$ cat config.mk
export PLATFORM = sky130hd
export DESIGN_NAME = keypad_digit_loader_flat
export DESIGN_NICKNAME = d
export VERILOG_FILES = /design/src/rtl/microwave_pkg.sv /design/src/rtl/keypad_digit_loader_if.sv /design/src/rtl/keypad_encoder10.sv /design/src/rtl/keypad_digit_loader.sv /design/src/flat_wrapper.sv
export SDC_FILE = /design/constraint.sdc
export NUM_CORES = 1
export LEC_CHECK = 0
export CAP_MARGIN = 20
export CORE_ASPECT_RATIO = 0.5
export CORE_MARGIN = 8
export CORE_UTILIZATION = 30
export DETAILED_ROUTE_END_ITERATION = 16
export PLACE_DENSITY = 0.62
export SYNTH_ARGS = -nofsm -noshare
export SYNTH_HDL_FRONTEND = slang
export SYNTH_HIERARCHICAL = 1
export SYNTH_SLANG_ARGS = --single-unit
$ cat constraint.sdc
create_clock -name CLK -period 5.8 [get_ports CLK]
set_input_delay 1.16 -clock CLK [delete_from_list [all_inputs] [get_ports CLK]]
set_output_delay 1.16 -clock CLK [all_outputs]
set_load 0.005 [all_outputs]
$ cat src/rtl/microwave_pkg.sv
// Shared types and constants for the microwave time-entry path.
// Used by the keypad digit loader, its encoder and its interface.
package microwave_pkg;

   localparam int KEY_COUNT = 10;

   typedef logic [3:0] bcd_t;

   // Largest digit that may be shifted into the mod-6 tens-of-seconds stage.
   localparam bcd_t MAX_TENS_DIGIT = 4'd5;

   typedef enum logic [1:0] {
      IDLE,
      LOAD,
      CLR,
      WAIT_REL
   } loader_state_t;

endpackage

$ cat src/rtl/keypad_digit_loader_if.sv
// Keypad-side inputs and counter-side strobes of the digit loader, plus FSM state for debug.
// Handshake: loadn/timer_clearn are active-low single-cycle strobes; digit is stable while loadn is low.
interface keypad_digit_loader_if;
   import microwave_pkg::*;

   logic [KEY_COUNT-1:0] keypad;
   logic                 entry_enable;
   logic                 cancel;
   bcd_t                 digit;
   logic                 loadn;
   logic                 timer_clearn;
   logic [1:0]           digit_count;
   logic                 key_error;
   loader_state_t        state;

   modport master (
      output keypad, entry_enable, cancel,
      input  digit, loadn, timer_clearn, digit_count, key_error, state
   );

   modport slave (
      input  keypad, entry_enable, cancel,
      output digit, loadn, timer_clearn, digit_count, key_error, state
   );

endinterface

$ cat src/rtl/keypad_encoder10.sv
// Combinational 10-key encoder: key index plus one-hot / multi-press flags.
module keypad_encoder10
   import microwave_pkg::*;
(
   input  logic [KEY_COUNT-1:0] keys,
   output bcd_t                 value,
   output logic                 onehot,
   output logic                 multi
);

   logic [3:0] hits;

   always_comb begin
      value = '0;
      hits  = '0;
      for (int i = 0; i < KEY_COUNT; i++) begin
         if (keys[i]) begin
            value = bcd_t'(i);
            hits  = hits + 4'd1;
         end
      end
      onehot = (hits == 4'd1);
      multi  = (hits > 4'd1);
   end

endmodule

$ cat src/rtl/keypad_digit_loader.sv
// Turns raw keypad presses into validated single-cycle digit loads for the mm:ss counter.
// Optional debounce front end enabled with `define KEYPAD_DEBOUNCE_EN.
module keypad_digit_loader
   import microwave_pkg::*;
#(
   parameter int MAX_DIGITS = 3
`ifdef KEYPAD_DEBOUNCE_EN
   , parameter int DEBOUNCE_CYCLES = 4
`endif
) (
   input logic                  CLK,
   input logic                  clear,
   keypad_digit_loader_if.slave kif
);

   logic [KEY_COUNT-1:0] keys_q, keys_d;
   loader_state_t        state_q, state_d;
   bcd_t                 digit_q, digit_d;
   bcd_t                 last_digit_q, last_digit_d;
   logic [1:0]           digit_count_q, digit_count_d;
   logic                 loadn_q, loadn_d;
   logic                 timer_clearn_q, timer_clearn_d;
   logic                 key_error_q, key_error_d;
   logic                 armed_q, armed_d;

   bcd_t                 key_value;
   logic                 key_onehot, key_multi;
   logic                 press_onehot, press_multi, press_none;
   logic                 accept_ok, leading_zero;

   keypad_encoder10 u_encoder (
      .keys   (keys_q),
      .value  (key_value),
      .onehot (key_onehot),
      .multi  (key_multi)
   );

   always_comb begin
      keys_d = kif.keypad;
   end

`ifdef KEYPAD_DEBOUNCE_EN
   localparam int CW = $clog2(DEBOUNCE_CYCLES + 1);
   logic [CW-1:0]        stable_cnt_q, stable_cnt_d;
   logic [KEY_COUNT-1:0] pattern_q, pattern_d;
   logic                 settled;

   // stable_cnt_d counts consecutive identical samples including the current one.
   always_comb begin
      pattern_d = keys_q;
      if (keys_q == pattern_q) begin
         stable_cnt_d = (stable_cnt_q == CW'(DEBOUNCE_CYCLES)) ? stable_cnt_q : stable_cnt_q + CW'(1);
      end else begin
         stable_cnt_d = CW'(1);
      end
      settled      = (stable_cnt_d == CW'(DEBOUNCE_CYCLES));
      press_onehot = settled && key_onehot;
      press_multi  = settled && key_multi;
      press_none   = settled && (keys_q == '0);
   end
`else
   always_comb begin
      press_onehot = key_onehot;
      press_multi  = key_multi;
      press_none   = (keys_q == '0);
   end
`endif

   always_comb begin
      state_d        = state_q;
      digit_d        = digit_q;
      last_digit_d   = last_digit_q;
      digit_count_d  = digit_count_q;
      loadn_d        = 1'b1;
      timer_clearn_d = 1'b1;
      key_error_d    = 1'b0;
      armed_d        = armed_q | press_none;
      accept_ok      = (digit_count_q < 2'(MAX_DIGITS)) &&
                       ((digit_count_q == 2'd0) || (last_digit_q <= MAX_TENS_DIGIT));
      leading_zero   = (key_value == 4'd0) && (digit_count_q == 2'd0);

      if (kif.cancel && (state_q != CLR)) begin
         state_d        = CLR;
         timer_clearn_d = 1'b0;
         digit_count_d  = 2'd0;
         last_digit_d   = 4'd0;
      end else begin
         case (state_q)
            IDLE: begin
               // armed_q stays low after clear until the keypad has been seen released.
               if (press_onehot || press_multi) begin
                  state_d = WAIT_REL;
                  if (armed_q && kif.entry_enable) begin
                     if (press_multi) begin
                        key_error_d = 1'b1;
                     end else if (!leading_zero) begin
                        if (accept_ok) begin
                           state_d       = LOAD;
                           loadn_d       = 1'b0;
                           digit_d       = key_value;
                           last_digit_d  = key_value;
                           digit_count_d = digit_count_q + 2'd1;
                        end else begin
                           key_error_d = 1'b1;
                        end
                     end
                  end
               end
            end
            LOAD:     state_d = WAIT_REL;
            CLR:      state_d = WAIT_REL;
            WAIT_REL: if (press_none) state_d = IDLE;
            default:  state_d = IDLE;
         endcase
      end
   end

   // keys_q is left out of reset so a key held through clear still reads as held.
   always_ff @(posedge CLK) begin
      keys_q <= keys_d;
      if (clear) begin
         state_q        <= IDLE;
         digit_q        <= '0;
         last_digit_q   <= '0;
         digit_count_q  <= '0;
         loadn_q        <= 1'b1;
         timer_clearn_q <= 1'b1;
         key_error_q    <= 1'b0;
         armed_q        <= 1'b0;
`ifdef KEYPAD_DEBOUNCE_EN
         stable_cnt_q   <= '0;
         pattern_q      <= '0;
`endif
      end else begin
         state_q        <= state_d;
         digit_q        <= digit_d;
         last_digit_q   <= last_digit_d;
         digit_count_q  <= digit_count_d;
         loadn_q        <= loadn_d;
         timer_clearn_q <= timer_clearn_d;
         key_error_q    <= key_error_d;
         armed_q        <= armed_d;
`ifdef KEYPAD_DEBOUNCE_EN
         stable_cnt_q   <= stable_cnt_d;
         pattern_q      <= pattern_d;
`endif
      end
   end

   assign kif.digit        = digit_q;
   assign kif.loadn        = loadn_q;
   assign kif.timer_clearn = timer_clearn_q;
   assign kif.digit_count  = digit_count_q;
   assign kif.key_error    = key_error_q;
   assign kif.state        = state_q;

endmodule
$ cat src/flat_wrapper.sv
// flat-port wrapper written by rule: the top's interface ports become plain ports
module keypad_digit_loader_flat import microwave_pkg::*;
#(
   parameter int MAX_DIGITS = 3

)
  (CLK, clear, kif_keypad, kif_entry_enable, kif_cancel, kif_digit, kif_loadn, kif_timer_clearn, kif_digit_count, kif_key_error, kif_state);
  keypad_digit_loader_if kif_i ();
  input logic CLK;
  input logic clear;
  input wire logic [$bits(kif_i.keypad)-1:0] kif_keypad;
  input wire logic [$bits(kif_i.entry_enable)-1:0] kif_entry_enable;
  input wire logic [$bits(kif_i.cancel)-1:0] kif_cancel;
  output wire logic [$bits(kif_i.digit)-1:0] kif_digit;
  output wire logic [$bits(kif_i.loadn)-1:0] kif_loadn;
  output wire logic [$bits(kif_i.timer_clearn)-1:0] kif_timer_clearn;
  output wire logic [$bits(kif_i.digit_count)-1:0] kif_digit_count;
  output wire logic [$bits(kif_i.key_error)-1:0] kif_key_error;
  output wire logic [$bits(kif_i.state)-1:0] kif_state;
  assign kif_i.keypad = kif_keypad;
  assign kif_i.entry_enable = kif_entry_enable;
  assign kif_i.cancel = kif_cancel;
  assign kif_digit = kif_i.digit;
  assign kif_loadn = kif_i.loadn;
  assign kif_timer_clearn = kif_i.timer_clearn;
  assign kif_digit_count = kif_i.digit_count;
  assign kif_key_error = kif_i.key_error;
  assign kif_state = kif_i.state;
  keypad_digit_loader #(.MAX_DIGITS(MAX_DIGITS)) u_core (.CLK(CLK), .clear(clear), .kif(kif_i));
endmodule
# Word-level counts from Yosys, hierarchy flattened
# Index checks and enable logic that the tools add are counted.
# word_totals
reg_bits	26
inputBits	14
output_inout_bits	11
elab_cells	88
# op_classes
add_sub_neg	10
n_lt_le_gt_ge	3
n_eq_ne	9
n_mux	31
bitwise	7
reduce_logical	18
# op_table
operator	n
4-bit 2-to-1 mux	17
4-bit by 1-bit adder with 4-bit output (second input constant)	8
2-bit 2-to-1 mux	7
10-bit zero test	1
7-bit AND reduction	1
7-bit OR reduction	1
1-bit 2-to-1 mux	6
3-bit by 1-bit != test with 1-bit output (second input constant)	2
1-bit NOT	6
2-bit one-hot mux with 3 select lines	1
6-bit AND reduction	1
5-bit OR reduction	1
2-bit == test (second input constant)	2
4-bit by 1-bit == test with 1-bit output (second input constant)	1
4-bit by 1-bit > comparator with 1-bit output (second input constant)	1
4-bit by 3-bit <= comparator with 1-bit output (second input constant)	1
1-bit logical AND	4
2-bit zero test	2
4-bit zero test	1
2-bit by 1-bit != test with 1-bit output (second input constant)	2
2-bit AND reduction	2
2-bit OR reduction	2
1-bit by 1-bit adder with 2-bit output (second input constant)	1
2-bit by 1-bit adder with 2-bit output (second input constant)	1
other kinds (5)	6

# Logic depth before layout (Yosys ltp)
# logic_depth
depth_word	25
ltp_mapped	34
mapped_depth_nobuf	32

# Hierarchy
# The synthesis kept the hierarchy.
# modules_own_cells
module	instances	cells_each	area_per_inst_um2	seq_area_each_um2
keypad_digit_loader	1	100	994.7	500.5
keypad_encoder10	1	118	867.1	0.0

# Least setup slack after synthesis
# OpenSTA, ideal clock, no wires.
# synth_path
kind	register to register
from	register u_core.keys_q[0]
to	register u_core.digit_count_q[1], in the netlist u_core/kif.digit_count[1]
t_arrival_ns	5.622
required_time_ns	5.673
path_slack_ns	0.051
stages_incl_launch_ff	34
period_less_slack_ns	5.749
cell_sequence	dfxtp_1 inv_1 ha_1 xor2_1 ha_1 nand2_1 o31ai_1 ha_1 nor2_1 nor2_1 ha_1 nand2_1 o31ai_2 ha_1 nand2b_1 o21a_1 ha_1 nand2b_1 o221ai_1 inv_1 ha_1 nand2_1 o21ai_0 ha_1 nand2_1 and4b_1 o21bai_1 o21a_1 clkbuf_2 o2111ai_1 a211o_1 clkbuf_1 o21ai_0 a21oi_1
# synth_between
elab_chain_len	22
elab_cells_between_ends	24
classes_between	add/sub (9); order compare (1); eq/ne (1); mux (10); bitwise (1); reduce/logical (2)
# synth_lines
item	line_no	source
start, declared	keypad_digit_loader.sv:16	logic [KEY_COUNT-1:0] keys_q, keys_d;
start signal, assigned	keypad_digit_loader.sv:120	keys_q <= keys_d;
1-bit 2-to-1 mux *	keypad_encoder10.sv:17	if (keys[i]) begin
1-bit by 1-bit adder with 2-bit output	keypad_encoder10.sv:19	hits = hits + 4'd1;
4-bit 2-to-1 mux *	keypad_encoder10.sv:17	
4-bit by 1-bit adder with 4-bit output	keypad_encoder10.sv:19	
4-bit 2-to-1 mux *	keypad_encoder10.sv:17	
4-bit by 1-bit adder with 4-bit output	keypad_encoder10.sv:19	
4-bit 2-to-1 mux *	keypad_encoder10.sv:17	
4-bit by 1-bit adder with 4-bit output	keypad_encoder10.sv:19	
[... 7 more ...]	--	
4-bit by 1-bit adder with 4-bit output	keypad_encoder10.sv:19	
4-bit 2-to-1 mux *	keypad_encoder10.sv:17	
4-bit by 1-bit adder with 4-bit output	keypad_encoder10.sv:19	
4-bit 2-to-1 mux *	keypad_encoder10.sv:17	
4-bit by 1-bit > comparator with 1-bit output *	keypad_encoder10.sv:23	multi = (hits > 4'd1);
via u_core.key_multi	keypad_digit_loader.sv:27	logic key_onehot, key_multi;
1-bit logical OR or 1-bit NOT (tied branches)	--	
6-bit AND reduction (no line) *	--	
end signal, assigned	keypad_digit_loader.sv:138	digit_count_q <= digit_count_d;
end, declared	keypad_digit_loader.sv:20	logic [1:0] digit_count_q, digit_count_d;
# The timed path passes the listed nets; every way through them passes the cells marked *.
# A chain may end at the register's enable or synchronous reset.

# Worst setup path after layout
# layout_path
from	register u_core.keys_q[0]
to	register u_core.digit_q[2], in the netlist u_core/kif.digit[2]
# layout_between
elab_chain_len	22
elab_cells_between_ends	24
classes_between	add/sub (9); order compare (1); eq/ne (1); mux (10); bitwise (1); reduce/logical (2)
# layout_lines
item	line_no	source
1-bit 2-to-1 mux *	keypad_encoder10.sv:17	
1-bit by 1-bit adder with 2-bit output	keypad_encoder10.sv:19	
4-bit 2-to-1 mux *	keypad_encoder10.sv:17	
4-bit by 1-bit adder with 4-bit output	keypad_encoder10.sv:19	
4-bit 2-to-1 mux *	keypad_encoder10.sv:17	
4-bit by 1-bit adder with 4-bit output	keypad_encoder10.sv:19	
4-bit 2-to-1 mux *	keypad_encoder10.sv:17	
4-bit by 1-bit adder with 4-bit output	keypad_encoder10.sv:19	
[... 7 more ...]	--	
4-bit by 1-bit adder with 4-bit output	keypad_encoder10.sv:19	
4-bit 2-to-1 mux *	keypad_encoder10.sv:17	
4-bit by 1-bit adder with 4-bit output	keypad_encoder10.sv:19	
4-bit 2-to-1 mux *	keypad_encoder10.sv:17	
4-bit by 1-bit == test with 1-bit output *	keypad_encoder10.sv:22	onehot = (hits == 4'd1);
via u_core.key_onehot	keypad_digit_loader.sv:27	
1-bit logical OR *	keypad_digit_loader.sv:91	if (press_onehot || press_multi) begin
7-bit AND reduction (no line) *	--	
end signal, assigned	keypad_digit_loader.sv:136	digit_q <= digit_d;
end, declared	keypad_digit_loader.sv:18	bcd_t digit_q, digit_d;
# Marks and branches as above.

==> out/metrics.yaml <==
slew_viol_final: 0
grt_max_degree: 16
final-setup-viol-count: 0
synth_ff_type: "dfxtp_1"
core.rowCount: 20
antenna_found_initial: 0
critPathRequiredTime_ns: 5.99
drc_errors: 0
drv_cap: 0
crit_top_cell: "ha_1"
rsz0062_at_grt: "yes"
grt_pass1_wl_um: 7250
boundaryPins: 25
cts_max_level: 1
io_buffers: 24
pre_cts_ws_ns: -0.128
skew_ns: 0.00436
cp-start-kind: "flop"
root_buffer: "clkbuf_16"
worstPathMaxFanout: 5
peakVddDrop_mv: 0.162
place_inst: 337
synth_seq_area_share: 0.269
synth_seq_cells: 25
fin_crit_ns: 5.76
max_freq_mhz: 174
wl_per_cell_um: 12.8
fin_crit_sh: 0.993
grt_usage: 0.0931
die-area_um2: 9140
worst_setup_path_end_kind: "flop"
clkTransAtPathRegs_ns: 0.06
syn_inst: 218
synth.most_common_cell: "dfxtp_1"
drtAntennaViolNets: 0
syn_avg_cell_area_um2: 8.54
die_h_um: 71.7
drt-pass1-iter-count: 4
slew_headroom: 0.365
cts_tree: "built"
criticalPathCategory: "reg -> reg"
finalHoldViolations: 0
hold_path.class: "reg -> reg"
wl_um: 4510
synth_top_area_cell: "dfxtp_1"
numCtsBuffers: 3
dp_hpwl_um: 3360
synthTopCellsByArea: "dfxtp_1 27%, ha_1 10%, a21oi_1 5.6%"
status: "complete, no violations"
antenna_cells: 0
setup_ws_ns: 0.0389
areaGrowthSynthToFinish_pct: 43.0
overflow: 0
insertion_delay_ns: 0.26
critPathSlowestCell: "dfxtp_2"
synthTopCellsByCount: "25 x dfxtp_1, 21 x a21oi_1, 17 x nor2_1, 15 x ha_1, 15 x nand3_1"
netlist_area_um2: 1860
vias_per_cell: 4.85
syn_nets: 247
cp.arrival_ns: 5.95
drive_above_1_share: 0.306
critical-path-max-stage-delay_ns: 0.34
async_reset_ff_frac: 0
final_cells: 353
routabilityCongestion: 0.810
fp.dieW_um: 127
synth_edf_count: 0
ys_types: 54
n_fill_cell: 582
cts.sinks: 25
worstMarginPinSlew_ns: 0.944
start_util: 0.309
hold_buffers: 0
power_density_nw_per_um2: 330
clock_path_buffers: 2
netlist.area_leader.share: 0.269
vias: 1713
yosysWarnings: 6
nets: 295
drtIter0Drc: 67
grt_pass1_vias: 1602
core-area_um2: 6030
p_leak_nw: 1.01
-- stage by stage --
stage / setup TNS, ns / area, µm² / utilization / hold WS [ns] / power [mW]
3_5_place_dp: -0.970 / 2290 / 0.380 / 0.479 / 0.615
4_1_cts: 0 / 2440 / 0.405 / 0.488 / 0.806
6_report: 0 / 2660 / 0.441 / 0.491 / 0.877
3_3_place_gp: 0 / 2290 / 0.380 / 0.473 / 0.605
5_1_grt: -2.29 / 2660 / 0.441 / 0.503 / 0.942
2_1_floorplan: 0 / 1860 / - / 0.454 / 0.496
-- power breakdown --
part | internal [mW] | switching (mW)
clock | 0.0935 | 0.0598
combinational | 0.274 | 0.248
sequential | 0.183 | 0.0192
-- path summary, 6_finish.rpt --
| check | from | end | cells past startpoint | slack [ns] |
|---|---|---|---|---|
| worst max register to register | u_core/keys_q[0] | u_core/kif.digit[2] | 33 | 0.04 |
| worst min register to register | u_core/last_digit_q[1] | u_core/last_digit_q[1] | 2 | 0.49 |
| worst max-delay path | u_core/keys_q[0] | u_core/kif.digit[2] | 33 | 0.04 |
| worst min-delay path | u_core/last_digit_q[1] | u_core/last_digit_q[1] | 2 | 0.49 |
-- critical path: cells and delay by family (launching register included) --
family / cells / cell delay [ns]
buffers and inverters: 5 / 0.65
XOR/XNOR: 1 / 0.16
flip-flops: 1 / 0.34
adder cells (fa/ha/maj): 7 / 1.98
AO/OA/AOI/OAI: 12 / 1.71
AND/OR/NAND/NOR: 8 / 0.86
-- metal layers --
metal,vias up,GRT usage,wire (µm)
li1,883,-,-
met1,811,0.117,2120
met2,15,0.166,2250
met3,4,0.0141,117
met4,0,0.0196,28
met5,-,0,0
-- repair_timing --
item,CTS,global route
pin swaps,4,19
setup buffers,3,8
hold endpoints to repair,0,0
gates resized for setup,12,35
cloned,1,0
setup endpoints to repair,11,13
-- cell type report --
| type | count | area, µm² | area share |
|---|---|---|---|
| Multi-Input combinational cell | 170 | 1460 | 0.547 |
| Sequential cell | 25 | 503 | 0.189 |
| Timing Repair Buffer | 52 | 458 | 0.172 |
| Tap cell | 88 | 110 | 0.0414 |
| Clock buffer | 3 | 75.1 | 0.0282 |
| Inverter | 14 | 52.6 | 0.0197 |
| Clock inverter | 1 | 7.51 | 0.00282 |
-- state kept, by name, summed over array words and instances, names as in the netlist --
name	count
u_core/keys_q	10
u_core/kif.digit	4
u_core/last_digit_q	3
u_core/kif.digit_count	2
u_core/kif.state	2
u_core/armed_q	1
u_core/kif.key_error	1
u_core/kif.loadn	1
u_core/kif.timer_clearn	1
-- cell usage in the layout, fill, tap and decap left out, drive strengths merged, types with 2 or more instances in the layout --
cell type	netlist	layout
buf	3	28
dfxtp	25	25
clkdlybuf4s50	0	24
a21oi	21	21
nor2	17	17
ha	15	15
nand3	15	15
inv	14	14
nand2	14	14
xnor2	12	12
o21ai	12	12
nand2b	5	5
a211oi	5	5
xor2	4	4
clkbuf	6	3
a21o	3	3
a311oi	3	3
nor3	3	3
nor4	2	2
nor2b	2	2
a211o	2	2
or2	2	2
nand4b	2	2
and2	2	2
o21a	2	2
a31oi	2	2
o22ai	2	2
or4	2	2
o21bai	2	2
o31ai	2	2
-- kinds of logic (layout without fill, tap and decap cells) --
group | Yosys count | count (layout) | share of synthesized area
XOR/XNOR | 18 | 18 | 0.135
AO/OA/AOI/OAI | 66 | 66 | 0.248
buffers and inverters | 23 | 70 | 0.0491
adder cells (fa/ha/maj) | 15 | 15 | 0.101
AND/OR/NAND/NOR | 71 | 71 | 0.198
flip-flops | 25 | 25 | 0.269
(Power assumes the default switching activity.)
